File: src/rtl/ldpc_encode.sv
// ============================================================================
// Module   : ldpc_encode
// Brief    : GF(2) block encoder, codeword = info_bits x G, with G on a port.
//            Define LDPC_ENC_SERIAL_EN for the row-serial variant with o_busy.
// Revision : 1.0  initial release
// ============================================================================
`default_nettype none

module ldpc_encode #(
  parameter int N = 11,
  parameter int K = 6
) (
  input  logic             clk,
  input  logic             rst,
  input  logic             i_en,
  input  logic [K-1:0]     info_bits,
  input  logic [K*N-1:0]   generator_p,
  output logic [N-1:0]     codeword,
`ifdef LDPC_ENC_SERIAL_EN
  output logic             o_busy,
`endif
  output logic             o_valid
);

`ifdef LDPC_ENC_SERIAL_EN

  localparam int RW = (K > 1) ? $clog2(K) : 1;
  localparam logic [RW-1:0] LAST_ROW = RW'(K - 1);

  typedef enum logic [0:0] {
    IDLE = 1'b0,
    BUSY = 1'b1
  } state_t;

  state_t            state, state_n;
  logic [RW-1:0]     row_cnt, row_cnt_n;
  logic [N-1:0]      acc, acc_n;
  logic [K-1:0]      info_q, info_n;
  logic [K*N-1:0]    gen_q, gen_n;
  logic [N-1:0]      cw_n;
  logic              valid_n;

  // Operands are shifted each BUSY cycle so the current row is always at the top.
  always_comb begin
    state_n   = state;
    row_cnt_n = row_cnt;
    acc_n     = acc;
    info_n    = info_q;
    gen_n     = gen_q;
    cw_n      = codeword;
    valid_n   = 1'b0;
    case (state)
      IDLE: begin
        if (i_en) begin
          info_n    = info_bits;
          gen_n     = generator_p;
          acc_n     = '0;
          row_cnt_n = '0;
          state_n   = BUSY;
        end
      end
      BUSY: begin
        acc_n     = acc ^ ({N{info_q[K-1]}} & gen_q[K*N-1 -: N]);
        info_n    = info_q << 1;
        gen_n     = gen_q << N;
        row_cnt_n = row_cnt + 1'b1;
        if (row_cnt == LAST_ROW) begin
          cw_n    = acc_n;
          valid_n = 1'b1;
          state_n = IDLE;
        end
      end
      default: state_n = IDLE;
    endcase
  end

  always_ff @(posedge clk) begin
    if (rst) begin
      state    <= IDLE;
      row_cnt  <= '0;
      acc      <= '0;
      info_q   <= '0;
      gen_q    <= '0;
      codeword <= '0;
      o_valid  <= 1'b0;
    end else begin
      state    <= state_n;
      row_cnt  <= row_cnt_n;
      acc      <= acc_n;
      info_q   <= info_n;
      gen_q    <= gen_n;
      codeword <= cw_n;
      o_valid  <= valid_n;
    end
  end

  assign o_busy = (state == BUSY);

`else

  logic [N-1:0] product;

  // One AND/XOR-reduce tree per column; column c lands on bit N-1-c.
  generate
    for (genvar c = 0; c < N; c++) begin : g_col
      logic [K-1:0] terms;
      for (genvar r = 0; r < K; r++) begin : g_row
        assign terms[r] = info_bits[K-1-r] & generator_p[(K-r)*N-1-c];
      end
      assign product[N-1-c] = ^terms;
    end
  endgenerate

  always_ff @(posedge clk) begin
    if (rst) begin
      codeword <= '0;
      o_valid  <= 1'b0;
    end else if (i_en) begin
      codeword <= product;
      o_valid  <= 1'b1;
    end else begin
      o_valid  <= 1'b0;
    end
  end

`endif

endmodule

`default_nettype wire

File: config.mk
export PLATFORM = sky130hd
export DESIGN_NAME = ldpc_encode
export DESIGN_NICKNAME = d
export VERILOG_FILES = /design/src/rtl/ldpc_encode.sv
export SDC_FILE = /design/constraint.sdc
export NUM_CORES = 1
export LEC_CHECK = 0
export BUFFER_PORTS_ARGS = -buffer_cell sky130_fd_sc_hd__buf_2
export CORE_ASPECT_RATIO = 2
export CORE_UTILIZATION = 43
export CTS_CLUSTER_SIZE = 24
export DETAILED_ROUTE_END_ITERATION = 16
export GPL_ROUTABILITY_DRIVEN = 0
export PLACE_DENSITY = 0.81
export SETUP_SLACK_MARGIN = 0.3
export SYNTH_ARGS = -nofsm -noshare
export SYNTH_HDL_FRONTEND = slang
export SYNTH_SLANG_ARGS = --single-unit
File: constraint.sdc
create_clock -name clk -period 1.3 [get_ports clk]
set_input_delay 0.13 -clock clk [delete_from_list [all_inputs] [get_ports clk]]
set_output_delay 0.13 -clock clk [all_outputs]
set_load 0.05 [all_outputs]
---- Yosys cells after proc, flatten, opt, wreduce, memory -nomap -nowiden ----
Index checks and enable logic that the tools add are counted.
cells by class
  reduce and logical (&&, ||, !) cells .... 11
  bitwise gates (word level) .............. 66
  multiplexer cells ....................... 1
operators by type and width
  kind                 count
  1-bit AND            66
  6-bit XOR reduction  11
  1-bit two-way mux    1
word-level totals
  word-level logic and storage cells ...... 80
  input bits .............................. 75
  register bits after elaboration ......... 12
  output and inout bits ................... 12

---- Depth between registers and ports, before layout ----
  depth after elaboration ................. 2
  depth in mapped cells ................... 5
  mapped depth without buffers ............ 4

---- Worst setup path before layout ----
OpenSTA, ideal clock, no wires.
  path kind ............................... input -> register
  start ................................... in info_bits[2]
  end ..................................... reg codeword[0]
  stages on the path ...................... 5
  data arrival time ....................... 1.073 ns
  slack ................................... 0.146 ns
  path buffers ............................ 1
  data required time ...................... 1.219 ns
  library setup time ...................... 0.081 ns
  cells stage by stage .................... buf_4 nand2_1 xor2_1 xnor3_1 a211oi_2
between the ends
  longest elaborated chain between the ends .. 2
ends and longest elaborated chain
  what                  line  RTL
  start, declared       16    input logic [K-1:0] info_bits,
  1-bit AND             108   assign terms[r] = info_bits[K-1-r] & generator_p[(K-r)*N-1-c];
  6-bit XOR reduction   110   assign product[N-1-c] = ^terms;
  end signal, assigned  119   codeword <= product;
  end, declared         18    output logic [N-1:0] codeword,
No other way between the ends.
A chain may end at the register's enable or synchronous reset.

---- Final worst setup path ----
  start ................................... in info_bits[1]
  end ..................................... reg codeword[7]
Same word-level chain as after synthesis.

==> metrics.cfg <==
[outcome]
outcome=complete, no violations

[route]
post_drt_wl_per_cell_um=15.1
drt-total-wl_um=4090
drc_violations_left=0
avgViaCountPerCell=5.01
routed-via-count=1353
first_iter_violations=32
antenna_left=0
first_pass_iters=4

[setup_path]
category_of_the_worst_setup_path_launch_point=input port
path_delay_family=XOR/XNOR gates
worst_path_max_delay_cell=sky130_fd_sc_hd__xnor3_1
worst-path-stages=5
cp_slowest_stage_delay_ns=0.43
worst-endpoint-arrival_ns=1.16
timing.rr.end=codeword[7]
required_ns=1.46
critical_path.max_fanout=11
cp-end-kind=flip-flop
cp_cell_sequence=buf_4 -> nand2_1 -> xnor2_1 -> xnor3_1 -> a211oi_2
critPathKind=input port to flip-flop
worstPathBufferInverterCount=1
reg2regPathDepth=2
critical_path.endpoint=codeword[7]
r2r_start=codeword[7]
timing.reg2reg.setup_slack_ns=0.57
setup.worst_path.start=info_bits[1]

[synth]
post_synth_design_cell_area_um2=1380
ys_seq_elements=12
ys.warnings.count=0
synth.avg_cell_area_um2=8.94
synth.distinct_cells=16
synth-seq-area-share=0.175
synthesis.instances=154
mappedNetlistNets=229

[sta]
rsz_0062_raised_after_global_routing=yes
slew_viol_final=0
peak_freq_mhz=997
setup_viol=0
worst_slew_margin_rel=0.696
final.setup_skew_ns=0
period_needed_ns=1.00
final.setup.worst_slack_ns=0.297
worst_slew_pin_slew_ns=0.455
timing.final.hold_violations=0
post-route-period-util=0.771
fin_tns_setup_ns=0

[global_routing]
globalRouteTotalUtil=0.214
global_route.overflow_total=0
grt_pass1_vias=1303
grt_pass1_wl_um=5600
maximum_number_of_pins_on_one_net_before_global_route_repair=24
initial_antenna_violation_count=0

[finish]
layout_cells_excl_fill=270
fillers=260
num_antenna_cells=0
final_common_cell=sky130_fd_sc_hd__buf_2
area_of_the_multi_input_gates_um2=1170
final_nets=317
drive_above_1_share=0.604
layout.cells.most_common_list=sky130_fd_sc_hd__buf_2 (74), sky130_fd_sc_hd__nand2_1 (42), sky130_fd_sc_hd__nand2_2 (18)
syn_to_final_growth_pct=52.3
seqCellArea_um2=240

[floorplanning]
core_area_um2=3010
dieArea_um2=3440
floorplan.initialDensity=0.457
placement_rows=28
top_level_ports=87
die_w_um=42.0
die_h_um=82.0

[hold_path]
worstHoldPathType=input port to flip-flop

[job]
maxCapViolations=0

[clocking]
clkSinkCount=12
cts_root_buffer=sky130_fd_sc_hd__clkbuf_8
clkTransAtPathRegs_ns=0.05
clock_insertion_delay_worst_skew_ns=0.24
cts_buffers=3
cts_hold_repair.buffers=0
clock_tree_from_tritoncts=built
clockBufferDepth=2
cts.htree.levels=1

[power]
power.total_mw=1.71
vdd_ir_drop_max_mv=0.768
p_per_area_nw_per_um2=814
leakagePower_nw=1.10

[place]
place.detailed.instances=263
port-buffer-count=86
post-place-ws_ns=-0.0447
post-dp-hpwl_um=2900

[final cells by class]
type,instances,area share
multi-input cells,133,0.561
well taps,30,0.0179
repair buffers,92,0.287
flip-flops and latches,12,0.115
clock buffers,3,0.0197
[worst min path at each step]
stage	cells past startpoint	end	from
6_report	2	o_valid	rst
3_5_place_dp	2	codeword[8]	codeword[8]
4_1_cts	2	o_valid	rst
5_1_grt	2	o_valid	rst
3_3_place_gp	2	codeword[8]	codeword[8]
2_1_floorplan	1	codeword[3]	rst
[routing by layer]
layer / vias to the layer above / global-route usage / share of wire / routed length [um]
met5: - / 0 / 0 / 0
met4: 0 / 0.139 / 0.043 / 174
met3: 17 / 0.0264 / 0.046 / 186
met2: 58 / 0.388 / 0.57 / 2350
met1: 622 / 0.230 / 0.34 / 1380
li1: 656 / - / - / -
[stage by stage]
step	utilization	cell area, um2	hold slack, ns
finish	0.696	2100	0.261
global route	0.696	2100	0.271
CTS	0.630	1900	0.267
detailed placement	0.612	1840	0.480
global placement	0.612	1840	0.474
floorplan	-	1420	0.195
[repair_timing]
item	4_1_cts	5_1_grt
setup buffers	0	2
setup endpoints to repair	12	16
cloned	0	2
gates resized for setup	6	34
pin swaps	4	24
[cell families after synthesis]
| group | share of synthesized area |
|---|---|
| flip-flops | 0.175 |
| buffers and inverters | 0.0427 |
| AND/OR/NAND/NOR | 0.236 |
| XOR/XNOR | 0.450 |
| AO/OA/AOI/OAI | 0.0964 |
[synth_stat cells]
master / n / area, um2
sky130_fd_sc_hd__a211oi_1: 1 / 7.51
sky130_fd_sc_hd__a211oi_2: 10 / 125
sky130_fd_sc_hd__buf_2: 2 / 10.0
sky130_fd_sc_hd__buf_4: 2 / 15.0
sky130_fd_sc_hd__buf_6: 2 / 22.5
sky130_fd_sc_hd__clkbuf_1: 3 / 11.3
sky130_fd_sc_hd__dfxtp_1: 12 / 240
sky130_fd_sc_hd__nand2_1: 56 / 210
sky130_fd_sc_hd__nand2_2: 9 / 56.3
sky130_fd_sc_hd__nand2_4: 1 / 11.3
sky130_fd_sc_hd__nor2_1: 11 / 41.3
sky130_fd_sc_hd__nor2b_1: 1 / 6.26
sky130_fd_sc_hd__xnor2_1: 11 / 96.3
sky130_fd_sc_hd__xnor2_2: 11 / 179
sky130_fd_sc_hd__xnor3_1: 11 / 248
sky130_fd_sc_hd__xor2_1: 11 / 96.3
[sequential cells by signal, indices dropped and copies added, names as in the netlist]
register / cells
codeword: 11
o_valid: 1
[power breakdown]
part | internal (mW) | total (mW) | switching [mW]
logic | 0.475 | 0.934 | 0.458
registers | 0.412 | 0.437 | 0.0251
clock network | 0.204 | 0.335 | 0.131
total | 1.09 | 1.71 | 0.614
(Power assumes the default switching activity.)
